--- src/rtl/rr_arb_pkg.sv ---
// Shared definitions for the 8-way round-robin arbiter: default sizing,
// the arbiter state encoding and one-hot/index conversion helpers.
package rr_arb_pkg;

    localparam int N        = 8;
    localparam int IDW      = 3;
    localparam int MAX_HOLD = 16;

    typedef enum logic [1:0] {
        IDLE  = 2'd0,
        GRANT = 2'd1,
        TURN  = 2'd2
    } arb_state_e;

    // Encode a one-hot (or all-zero) vector to its bit index; zero maps to 0.
    function automatic logic [IDW-1:0] onehot_to_idx(input logic [N-1:0] vec);
        logic [IDW-1:0] idx;
        idx = {IDW{1'b0}};
        for (int i = 0; i < N; i++) begin
            idx = idx | (vec[i] ? IDW'(i) : {IDW{1'b0}});
        end
        return idx;
    endfunction

    // Expand an index into a one-hot vector.
    function automatic logic [N-1:0] idx_to_onehot(input logic [IDW-1:0] idx);
        logic [N-1:0] vec;
        vec      = {N{1'b0}};
        vec[idx] = 1'b1;
        return vec;
    endfunction

endpackage

--- src/rtl/rr_arbiter8_pick.sv ---
// Cyclic priority search: finds the first set request bit starting at ptr
// and wrapping around. Done as rotate -> lowest-bit priority encode ->
// un-rotate so the encoder itself stays a plain fixed-priority chain.
module rr_priority_pick
    import rr_arb_pkg::*;
#(
    parameter int N   = rr_arb_pkg::N,
    parameter int IDW = rr_arb_pkg::IDW
) (
    input  logic [N-1:0]   req,
    input  logic [IDW-1:0] ptr,
    output logic           found,
    output logic [IDW-1:0] pick_id
);

    logic [2*N-1:0] req_dbl_s;
    logic [N-1:0]   rot_s;
    logic [IDW-1:0] rot_idx_s;
    logic [IDW:0]   sum_s;

    // Rotate the request vector right by ptr so the top-priority slot is bit 0.
    always_comb begin
        req_dbl_s = {req, req} >> ptr;
        rot_s     = req_dbl_s[N-1:0];
    end

    // Fixed-priority encode of the rotated vector; lowest set bit wins.
    always_comb begin
        found     = 1'b0;
        rot_idx_s = {IDW{1'b0}};
        for (int i = N - 1; i >= 0; i--) begin
            found     = found | rot_s[i];
            rot_idx_s = rot_s[i] ? IDW'(i) : rot_idx_s;
        end
    end

    // Undo the rotation: add ptr back, modulo N.
    always_comb begin
        sum_s = {1'b0, rot_idx_s} + {1'b0, ptr};
        if (sum_s >= (IDW+1)'(N)) begin
            pick_id = IDW'(sum_s - (IDW+1)'(N));
        end else begin
            pick_id = sum_s[IDW-1:0];
        end
    end

endmodule

--- src/rtl/rr_arbiter8.sv ---
// Round-robin arbiter for 8 requesters with a bounded grant tenure.
// A grant is held while the owner keeps its request up; after MAX_HOLD
// grant cycles the owner is pushed out if anyone else is waiting. Every
// change of owner passes through one dead TURN cycle with grant=0.
module rr_arbiter8
    import rr_arb_pkg::*;
#(
    parameter int N        = rr_arb_pkg::N,
    parameter int IDW      = rr_arb_pkg::IDW,
    parameter int MAX_HOLD = rr_arb_pkg::MAX_HOLD
) (
    input  logic           clk,
    input  logic           rst,
    input  logic [N-1:0]   req,
    output logic [N-1:0]   grant,
    output logic [IDW-1:0] grant_id,
    output logic           grant_valid,
    output logic           preempt
);

    localparam int             HCW       = $clog2(MAX_HOLD);
    localparam logic [HCW-1:0] HOLD_LAST = HCW'(MAX_HOLD - 1);

    arb_state_e     state_q,       state_d;
    logic [IDW-1:0] ptr_q,         ptr_d;
    logic [HCW-1:0] hold_cnt_q,    hold_cnt_d;
    logic [N-1:0]   grant_q,       grant_d;
    logic [IDW-1:0] grant_id_q,    grant_id_d;
    logic           grant_valid_q, grant_valid_d;
    logic           preempt_q,     preempt_d;

    logic           pick_found_s;
    logic [IDW-1:0] pick_id_s;
    logic           owner_req_s;
    logic           others_req_s;
    logic [IDW-1:0] owner_next_s;

    rr_priority_pick #(
        .N   (N),
        .IDW (IDW)
    ) u_pick (
        .req     (req),
        .ptr     (ptr_q),
        .found   (pick_found_s),
        .pick_id (pick_id_s)
    );

    // Owner status and the slot just after the owner (next round-robin start).
    always_comb begin
        owner_req_s  = req[grant_id_q];
        others_req_s = |(req & ~grant_q);
        if (grant_id_q == IDW'(N - 1)) begin
            owner_next_s = {IDW{1'b0}};
        end else begin
            owner_next_s = grant_id_q + IDW'(1);
        end
    end

    // Next-state and next-output logic; grant_id/valid are derived from grant.
    always_comb begin
        state_d    = state_q;
        ptr_d      = ptr_q;
        hold_cnt_d = hold_cnt_q;
        grant_d    = grant_q;
        preempt_d  = 1'b0;

        case (state_q)
            IDLE, TURN: begin
                // Both states arbitrate from the current pointer; they differ
                // only in how they were entered.
                hold_cnt_d = {HCW{1'b0}};
                if (pick_found_s) begin
                    state_d = GRANT;
                    grant_d = idx_to_onehot(pick_id_s);
                end else begin
                    state_d = IDLE;
                    grant_d = {N{1'b0}};
                end
            end
            GRANT: begin
                if (!owner_req_s) begin
                    // Voluntary release takes precedence over any timeout.
                    state_d    = TURN;
                    grant_d    = {N{1'b0}};
                    ptr_d      = owner_next_s;
                    hold_cnt_d = {HCW{1'b0}};
                end else if ((hold_cnt_q == HOLD_LAST) && others_req_s) begin
                    state_d    = TURN;
                    grant_d    = {N{1'b0}};
                    ptr_d      = owner_next_s;
                    hold_cnt_d = {HCW{1'b0}};
                    preempt_d  = 1'b1;
                end else if (hold_cnt_q != HOLD_LAST) begin
                    hold_cnt_d = hold_cnt_q + HCW'(1);
                end else begin
                    // Saturated with nobody else waiting: keep the grant.
                    hold_cnt_d = hold_cnt_q;
                end
            end
            default: begin
                state_d    = IDLE;
                grant_d    = {N{1'b0}};
                hold_cnt_d = {HCW{1'b0}};
            end
        endcase

        grant_id_d    = onehot_to_idx(grant_d);
        grant_valid_d = |grant_d;
    end

    // State and output registers, cleared asynchronously by reset.
    always_ff @(posedge clk or posedge rst) begin
        if (rst) begin
            state_q       <= IDLE;
            ptr_q         <= {IDW{1'b0}};
            hold_cnt_q    <= {HCW{1'b0}};
            grant_q       <= {N{1'b0}};
            grant_id_q    <= {IDW{1'b0}};
            grant_valid_q <= 1'b0;
            preempt_q     <= 1'b0;
        end else begin
            state_q       <= state_d;
            ptr_q         <= ptr_d;
            hold_cnt_q    <= hold_cnt_d;
            grant_q       <= grant_d;
            grant_id_q    <= grant_id_d;
            grant_valid_q <= grant_valid_d;
            preempt_q     <= preempt_d;
        end
    end

    assign grant       = grant_q;
    assign grant_id    = grant_id_q;
    assign grant_valid = grant_valid_q;
    assign preempt     = preempt_q;

endmodule

--- config.mk ---
export PLATFORM = sky130hd
export DESIGN_NAME = rr_arbiter8
export DESIGN_NICKNAME = d
export VERILOG_FILES = /design/src/rtl/rr_arb_pkg.sv /design/src/rtl/rr_arbiter8_pick.sv /design/src/rtl/rr_arbiter8.sv
export SDC_FILE = /design/constraint.sdc
export NUM_CORES = 1
export LEC_CHECK = 0
export BUFFER_PORTS_ARGS = -buffer_cell sky130_fd_sc_hd__buf_2
export CAP_MARGIN = 20
export CORE_MARGIN = 2
export CORE_UTILIZATION = 52
export CTS_CLUSTER_SIZE = 20
export DETAILED_ROUTE_END_ITERATION = 6
export PLACE_DENSITY = 0.79
export SLEW_MARGIN = 10
export SYNTH_ARGS = -nofsm -noshare
export SYNTH_HDL_FRONTEND = slang
export SYNTH_SLANG_ARGS = --single-unit
export TNS_END_PERCENT = 100
--- constraint.sdc ---
create_clock -name clk -period 3.6 [get_ports clk]
set_clock_uncertainty 0.1 [all_clocks]
set_input_delay 0.72 -clock clk [delete_from_list [all_inputs] [get_ports clk]]
set_output_delay 0.72 -clock clk [all_outputs]
set_load 0.1 [all_outputs]
### Word level (Yosys, flattened, before mapping)

Index checks and enable logic that the tools add are counted.

* register bits: 22
* input bits: 10
* output and inout bits: 13
* logic and storage cells: 84

* $add $sub $neg: 4
* magnitude comparators: 4
* eq/ne operators: 8
* shift operators: 1
* multiplexer cells: 38
* bitwise operators: 15
* reductions and logical operators: 7

Operator list (number)
* $mux 3: 16
* $mux 8: 3
* $mux 4: 4
* $pmux 8 s2: 1
* $reduce_or 8->1: 2
* $shr 16x3->8: 1
* $or 3x3->3: 3
* $and 8x8->8: 1
* $lt 3x4->1 const B: 2
* $mux 2: 4
* $ne 4x4->1 const B: 2
* $not 8->8: 1
* $mux 1: 7
* $or 1x1->1: 7
* $add 3x3->4: 1
* $add 4x1->4 const B: 1
* $eq 4x4->1 const B: 1
* $ge 4x4->1 const B: 1
* $pmux 2 s2: 1
* $add 3x1->3 const B: 1
* $bmux 1 s3: 1
* $demux 1 s3: 1
* $eq 3x3->1 const B: 1
* $ge 3x1->1 const B: 1
* 12 further kinds: 13

### Logic depth before layout (Yosys ltp)

* word-level depth: 25
* depth in mapped cells: 16
* depth with buffers taken out: 14

### By module

A second synthesis with hierarchy kept.

* cell total of the unflattened synthesis: 209
* area, all modules: 1990.7 µm²

By module, submodules not included
* rr_arbiter8: times used 1, cells each 98, area an instance 1147.4 µm², seq. area each 550.5 µm²
* rr_priority_pick: times used 1, cells each 111, area an instance 843.3 µm², seq. area each 0.0 µm²

### Worst setup path before layout

OpenSTA, ideal clock, no wires.

* path type: input to register
* from: input port req[1]
* to: register grant_valid_q (netlist: grant_valid)
* library setup time: 0.139 ns
* arrival: 3.614 ns
* required time: 3.361 ns
* slack: -0.253 ns
* cell stages on the path: 14
* path buffers: 1
* cells stage by stage: buf_2 > mux2_2 > mux2i_1 > o211ai_1 > a21oi_1 > o21ai_0 > o221ai_1 > ha_1 > inv_1 > fa_1 > xnor2_1 > mux2_4 > a22o_1 > or4_1

* word-level cells in the longest chain between the ends: 19
* elaborated cells on any way between the ends: 35
* those cells by class: add/sub: 2; order compare: 3; shift: 1; mux: 17; bitwise: 8; reduce/logical: 4

Ends and longest elaborated chain
* start: declaration: RTL line rr_arbiter8.sv:14 `input logic [N-1:0] req,`
* $shr 16x3->8: RTL line rr_arbiter8_pick.sv:23 `req_dbl_s = {req, req} >> ptr;`
* $mux 3 (8 in a row): RTL line rr_arbiter8_pick.sv:33 `rot_idx_s = rot_s[i] ? IDW'(i) : rot_idx_s;`
* $add 3x3->4: RTL line rr_arbiter8_pick.sv:39 `sum_s = {1'b0, rot_idx_s} + {1'b0, ptr};`
* $ge 4x4->1 / $sub 3x1->3 (equally long branches): RTL line rr_arbiter8_pick.sv:40, rr_arbiter8_pick.sv:41
* $mux 3: RTL line rr_arbiter8_pick.sv:40 `if (sum_s >= (IDW+1)'(N)) begin`
* $lt 3x4->1 (implied by the code) / $ge 3x1->1 (equally long branches): RTL line rr_arb_pkg.sv:29 `vec[idx] = 1'b1;`
* $logic_and 1x1->1 (implied by the code): RTL line rr_arb_pkg.sv:29
* $mux 1 (implied by the code): RTL line rr_arb_pkg.sv:29
* $demux 1 s3: RTL line rr_arb_pkg.sv:29
* $mux 8: RTL line rr_arbiter8.sv:72 `if (pick_found_s) begin`
* $pmux 8 s2 (*): RTL line rr_arbiter8.sv:67 `case (state_q)`
* net grant_d[2]: RTL line rr_arbiter8.sv:27 `logic [N-1:0] grant_q, grant_d;`
* $reduce_or 8->1 (*): RTL line rr_arbiter8.sv:108 `grant_valid_d = |grant_d;`
* net grant_valid_d: RTL line rr_arbiter8.sv:29 `logic grant_valid_q, grant_valid_d;`
* end signal: assignment: RTL line rr_arbiter8.sv:127 `grant_valid_q <= grant_valid_d;`
* end: declaration: RTL line rr_arbiter8.sv:29

The timed path passes the listed nets; every way through them passes the cells marked *. The select of a mux whose other input is x is not followed.
A chain may end at the register's enable or synchronous reset.

### Final worst setup path

* from: register ptr_q[1]
* to: register grant_valid_q (netlist: grant_valid)

* word-level cells in the longest chain between the ends: 19
* elaborated cells on any way between the ends: 28
* those cells by class: add/sub: 2; order compare: 3; shift: 1; mux: 13; bitwise: 7; reduce/logical: 2

Ends and longest elaborated chain
* start: declaration: RTL line rr_arbiter8.sv:25 `logic [IDW-1:0] ptr_q, ptr_d;`
* start signal: assignment: RTL line rr_arbiter8.sv:115 `ptr_q <= {IDW{1'b0}};`
* start signal: assignment: RTL line rr_arbiter8.sv:123 `ptr_q <= ptr_d;`
* $shr 16x3->8: RTL line rr_arbiter8_pick.sv:23
* $mux 3 (8 in a row): RTL line rr_arbiter8_pick.sv:33
* $add 3x3->4: RTL line rr_arbiter8_pick.sv:39
* $ge 4x4->1 / $sub 3x1->3 (equally long branches): RTL line rr_arbiter8_pick.sv:40, rr_arbiter8_pick.sv:41
* $mux 3: RTL line rr_arbiter8_pick.sv:40
* $lt 3x4->1 (implied by the code) / $ge 3x1->1 (equally long branches): RTL line rr_arb_pkg.sv:29
* $logic_and 1x1->1 (implied by the code): RTL line rr_arb_pkg.sv:29
* $mux 1 (implied by the code): RTL line rr_arb_pkg.sv:29
* $demux 1 s3: RTL line rr_arb_pkg.sv:29
* $mux 8 (*): RTL line rr_arbiter8.sv:72
* $pmux 8 s2 (*): RTL line rr_arbiter8.sv:67
* net grant_d[0]: RTL line rr_arbiter8.sv:27
* $reduce_or 8->1 (*): RTL line rr_arbiter8.sv:108
* net grant_valid_d: RTL line rr_arbiter8.sv:29

The timed path passes the listed nets; every way through them passes the cells marked *.

==> results.cfg <==
[setup_path]
reg2reg_slack_ns = -0.21
path_class = flip-flop to flip-flop
crit_family = compound AO/OA/AOI/OAI gates
crit_slowest_cell = or4_1
cpPeakStageDelay_ns = 0.50
cp_cell_sequence = buf_6 -> mux2i_2 -> nand2_1 -> o21ai_2 -> o211ai_1 -> a21oi_1 -> o21ai_1 -> o221ai_2 -> ha_2 -> inv_2 -> fa_2 -> xnor2_4 -> mux2_4 -> a22o_4 -> or4_1
cp.arrival_ns = 3.92
critPathCaptureType = flip-flop
critPathMaxFanout = 6
worstPathRequired_ns = 3.70
crit_buf_inv = 2
start_kind = flip-flop

[synthesis]
synth-simple-area-share_pct = 28.2
synthFlopType = dfrtp_1
synth.net_count = 206
synth-seq-cells = 22
synthAdderAreaFrac_pct = 4.05
synth_top_family_by_area = simple AND/OR/NAND/NOR gates
muxShareOfSynthArea_pct = 11.6
synth.avg_cell_area_sq_um = 9.07
ys_seq_area_share_pct = 31.8
synth_edf_count = 0
synth_compound_area_share_pct = 16.9
synth_xor_area_share_pct = 1.01
synthArstFlopShare_pct = 100
postSynthCellCount = 191
ys_types = 49
mappedNetlistArea_sq_mm = 0.00173
ys_warn_count = 0

[timing]
max_slew_margin_pct = 44.9
setup_ws_ns = -0.214
worstMarginPinSlew_ns = 0.826
hold_ws_ns = 0.447
slew_viol_final = 0
setup_viol = 4
period_share_pct = 106
fin_crit_ns = 3.81
setup_tns_ns = -0.596
hold_viol_final = 0
fmax_ghz = 0.262
rsz0062_at_grt = yes

[run_status]
status = complete, but fails checks
violations = negative setup slack

[route]
via_count = 1907
drtIter0Drc = 275
vias_per_cell = 6.42
wl_um = 5830
firstDrtPassIters = 5
ant_nets = 0
wl_per_cell_um = 19.6
drcViolationCount = 0

[finish]
antennaDiodeCount = 0
fin_nets = 269
fin_cells = 297
areaGrowthSynthToFinish_pct = 37.6
drive_above_1_share_pct = 43.9
nFillCells = 220
final_util_pct = 76.8
multi_input_area_sq_mm = 0.00120
seq_area_sq_um = 552

[floorplanning]
die_height_um = 61.7
dieArea_sq_mm = 0.00381
io_pins = 23
fp-row-count = 20
initial_core_util_pct = 55.8
coreArea_sq_mm = 0.00310
die_x_um = 61.7

[global_route]
grt_pass1_wl_um = 8630
grt-ovfl-total = 0
grt_pass1_vias = 1861
antenna_found_initial = 0
grt_max_degree = 23
track_usage_pct = 30.6

[power_and_ir_drop]
ir_drop_mv = 0.742
p_sw_share_pct = 47.8
p_leak_uw = 0.00107
clkPwrFrac_pct = 6.9
combPwrFrac_pct = 78.0
power_density_mw_per_mm2 = 1170
intPower_uw = 1450
switchingPower_uw = 1330
seq_power_share_pct = 15.0
power.total_uw = 2780

[clock_network]
cts_root_buf = clkbuf_4
worstSkewPairLatency_ns = 0.32
cts_tree = yes
clock_sinks = 22
cts.path.max_buffers = 2
cts.clk_slew.worst_paths_ns = 0.13
cts-buffers-inserted = 3
h-tree-depth = 1

[job]
drv_cap = 0

[placed_design]
place.gp.congestion = 0.858
placed_cells = 288
dpl.hpwl_um = 4040
portBuffers = 22

[min_path]
worstHoldPathType = input pin to async pin
## Yosys cell counts (all sizes together), types with 2 or more instances
library cell  instances  area [sq um]
clkbuf                5          20.0
a211oi                2          20.0
a21oi                 5          25.0
a22o                  4          37.5
nor2b                 6          37.5
nor2                 12          45.0
a21bo                 2          20.0
xnor2                 2          17.5
dfrtp                22           551
nand3                 2          10.0
nor3                 24           125
ha                    4          50.1
o21ai                10          50.1
buf                   4          38.8
o41ai                 3          26.3
a2111oi               2          17.5
nor4                  7          65.1
mux2                  7          82.6
o211ai                3          22.5
a22oi                 2          15.0
nand2                12          45.0
or4                   4          33.8
inv                  13          48.8
nor3b                 8          70.1
a31oi                 3          18.8
or3b                  2          17.5
mux4                  2          48.8
mux2i                 7          70.1
nand2b                4          32.5
## path summary, 6_finish.rpt
check | from | endpoint | depth (start not counted)
max in group asynchronous | rst | ptr_q[1] | 2
hold / removal | rst | grant[7] | 2
setup / recovery | ptr_q[1] | grant_valid | 15
setup reg to reg | ptr_q[1] | grant_valid | 15
hold reg to reg | grant[4] | grant[4] | 2
min in group clk | grant[4] | grant[4] | 2
## registers in the layout, indices dropped and copies added, names as in the netlist
name	flops
grant	8
grant_id	3
grant_valid	1
hold_cnt_q	4
preempt	1
ptr_q	3
state_q	2
## per-stage QoR
stage	setup WS [ns]	cell area [sq um]
floorplan	-0.172	1770
global placement	-0.324	2180
detailed placement	-0.526	2180
CTS	-0.0871	2310
global route	-0.327	2380
finish	-0.214	2380
## kinds of logic after synthesis
kind of cell    count (synthesis)
compound gates                 41
xor+xnor                        2
fa+ha+maj                       5
buf+inv                        23
flops                          22
mux                            16
simple gates                   82
## cells in the final DEF (no fill, tap or decap), types with 3 or more instances in the layout
cell / count
nand2_1: 12
o21ai_0: 5
dfrtp_1: 21
o21ai_1: 3
nor3b_1: 6
inv_1: 12
ha_1: 3
a31oi_1: 3
mux2i_4: 3
nor4_1: 4
a21oi_1: 4
mux2_4: 3
or4_1: 3
nand2b_1: 3
nor2_1: 12
mux2i_2: 3
o211ai_1: 3
buf_4: 42
nor2b_1: 6
mux2_2: 4
nor3_1: 23
clkbuf_4: 3
buf_2: 22
## final cells by class
type	instances	share of cell area, %
multi-input combinational	146	50.5
sequential	22	23.2
timing repair buffer	67	19.6
tap	44	2.31
inverter	14	2.21
clock inverter	1	1.26
clock buffer	3	0.945
## repair_timing
item / 4_1_cts / 5_1_grt
cloned: 0 / 0
setup buffers: 3 / 2
endpoints found under the setup margin: 6 / 6
pin swaps: 8 / 2
resized for setup: 14 / 10
hold buffers: 0 / 0
## routing by layer
metal  global-route usage [%]  part of all wire, %
met2                     51.9                   49
met5                        0                    0
met1                     39.7                   39
met4                     10.9                  3.7
met3                     4.76                  8.3
## power groups by stage
| stage | clock [uW] | combinational (uW) | sequential [uW] |
|---|---|---|---|
| 2_1_floorplan | 0 | 1010 | 588 |
| 3_3_place_gp | 0 | 1740 | 406 |
| 3_5_place_dp | 0 | 1820 | 411 |
| 4_1_cts | 190 | 1940 | 408 |
| 5_1_grt | 206 | 2280 | 424 |
| 6_report | 192 | 2170 | 418 |
Note: power is estimated with default switching activity, not from simulation.
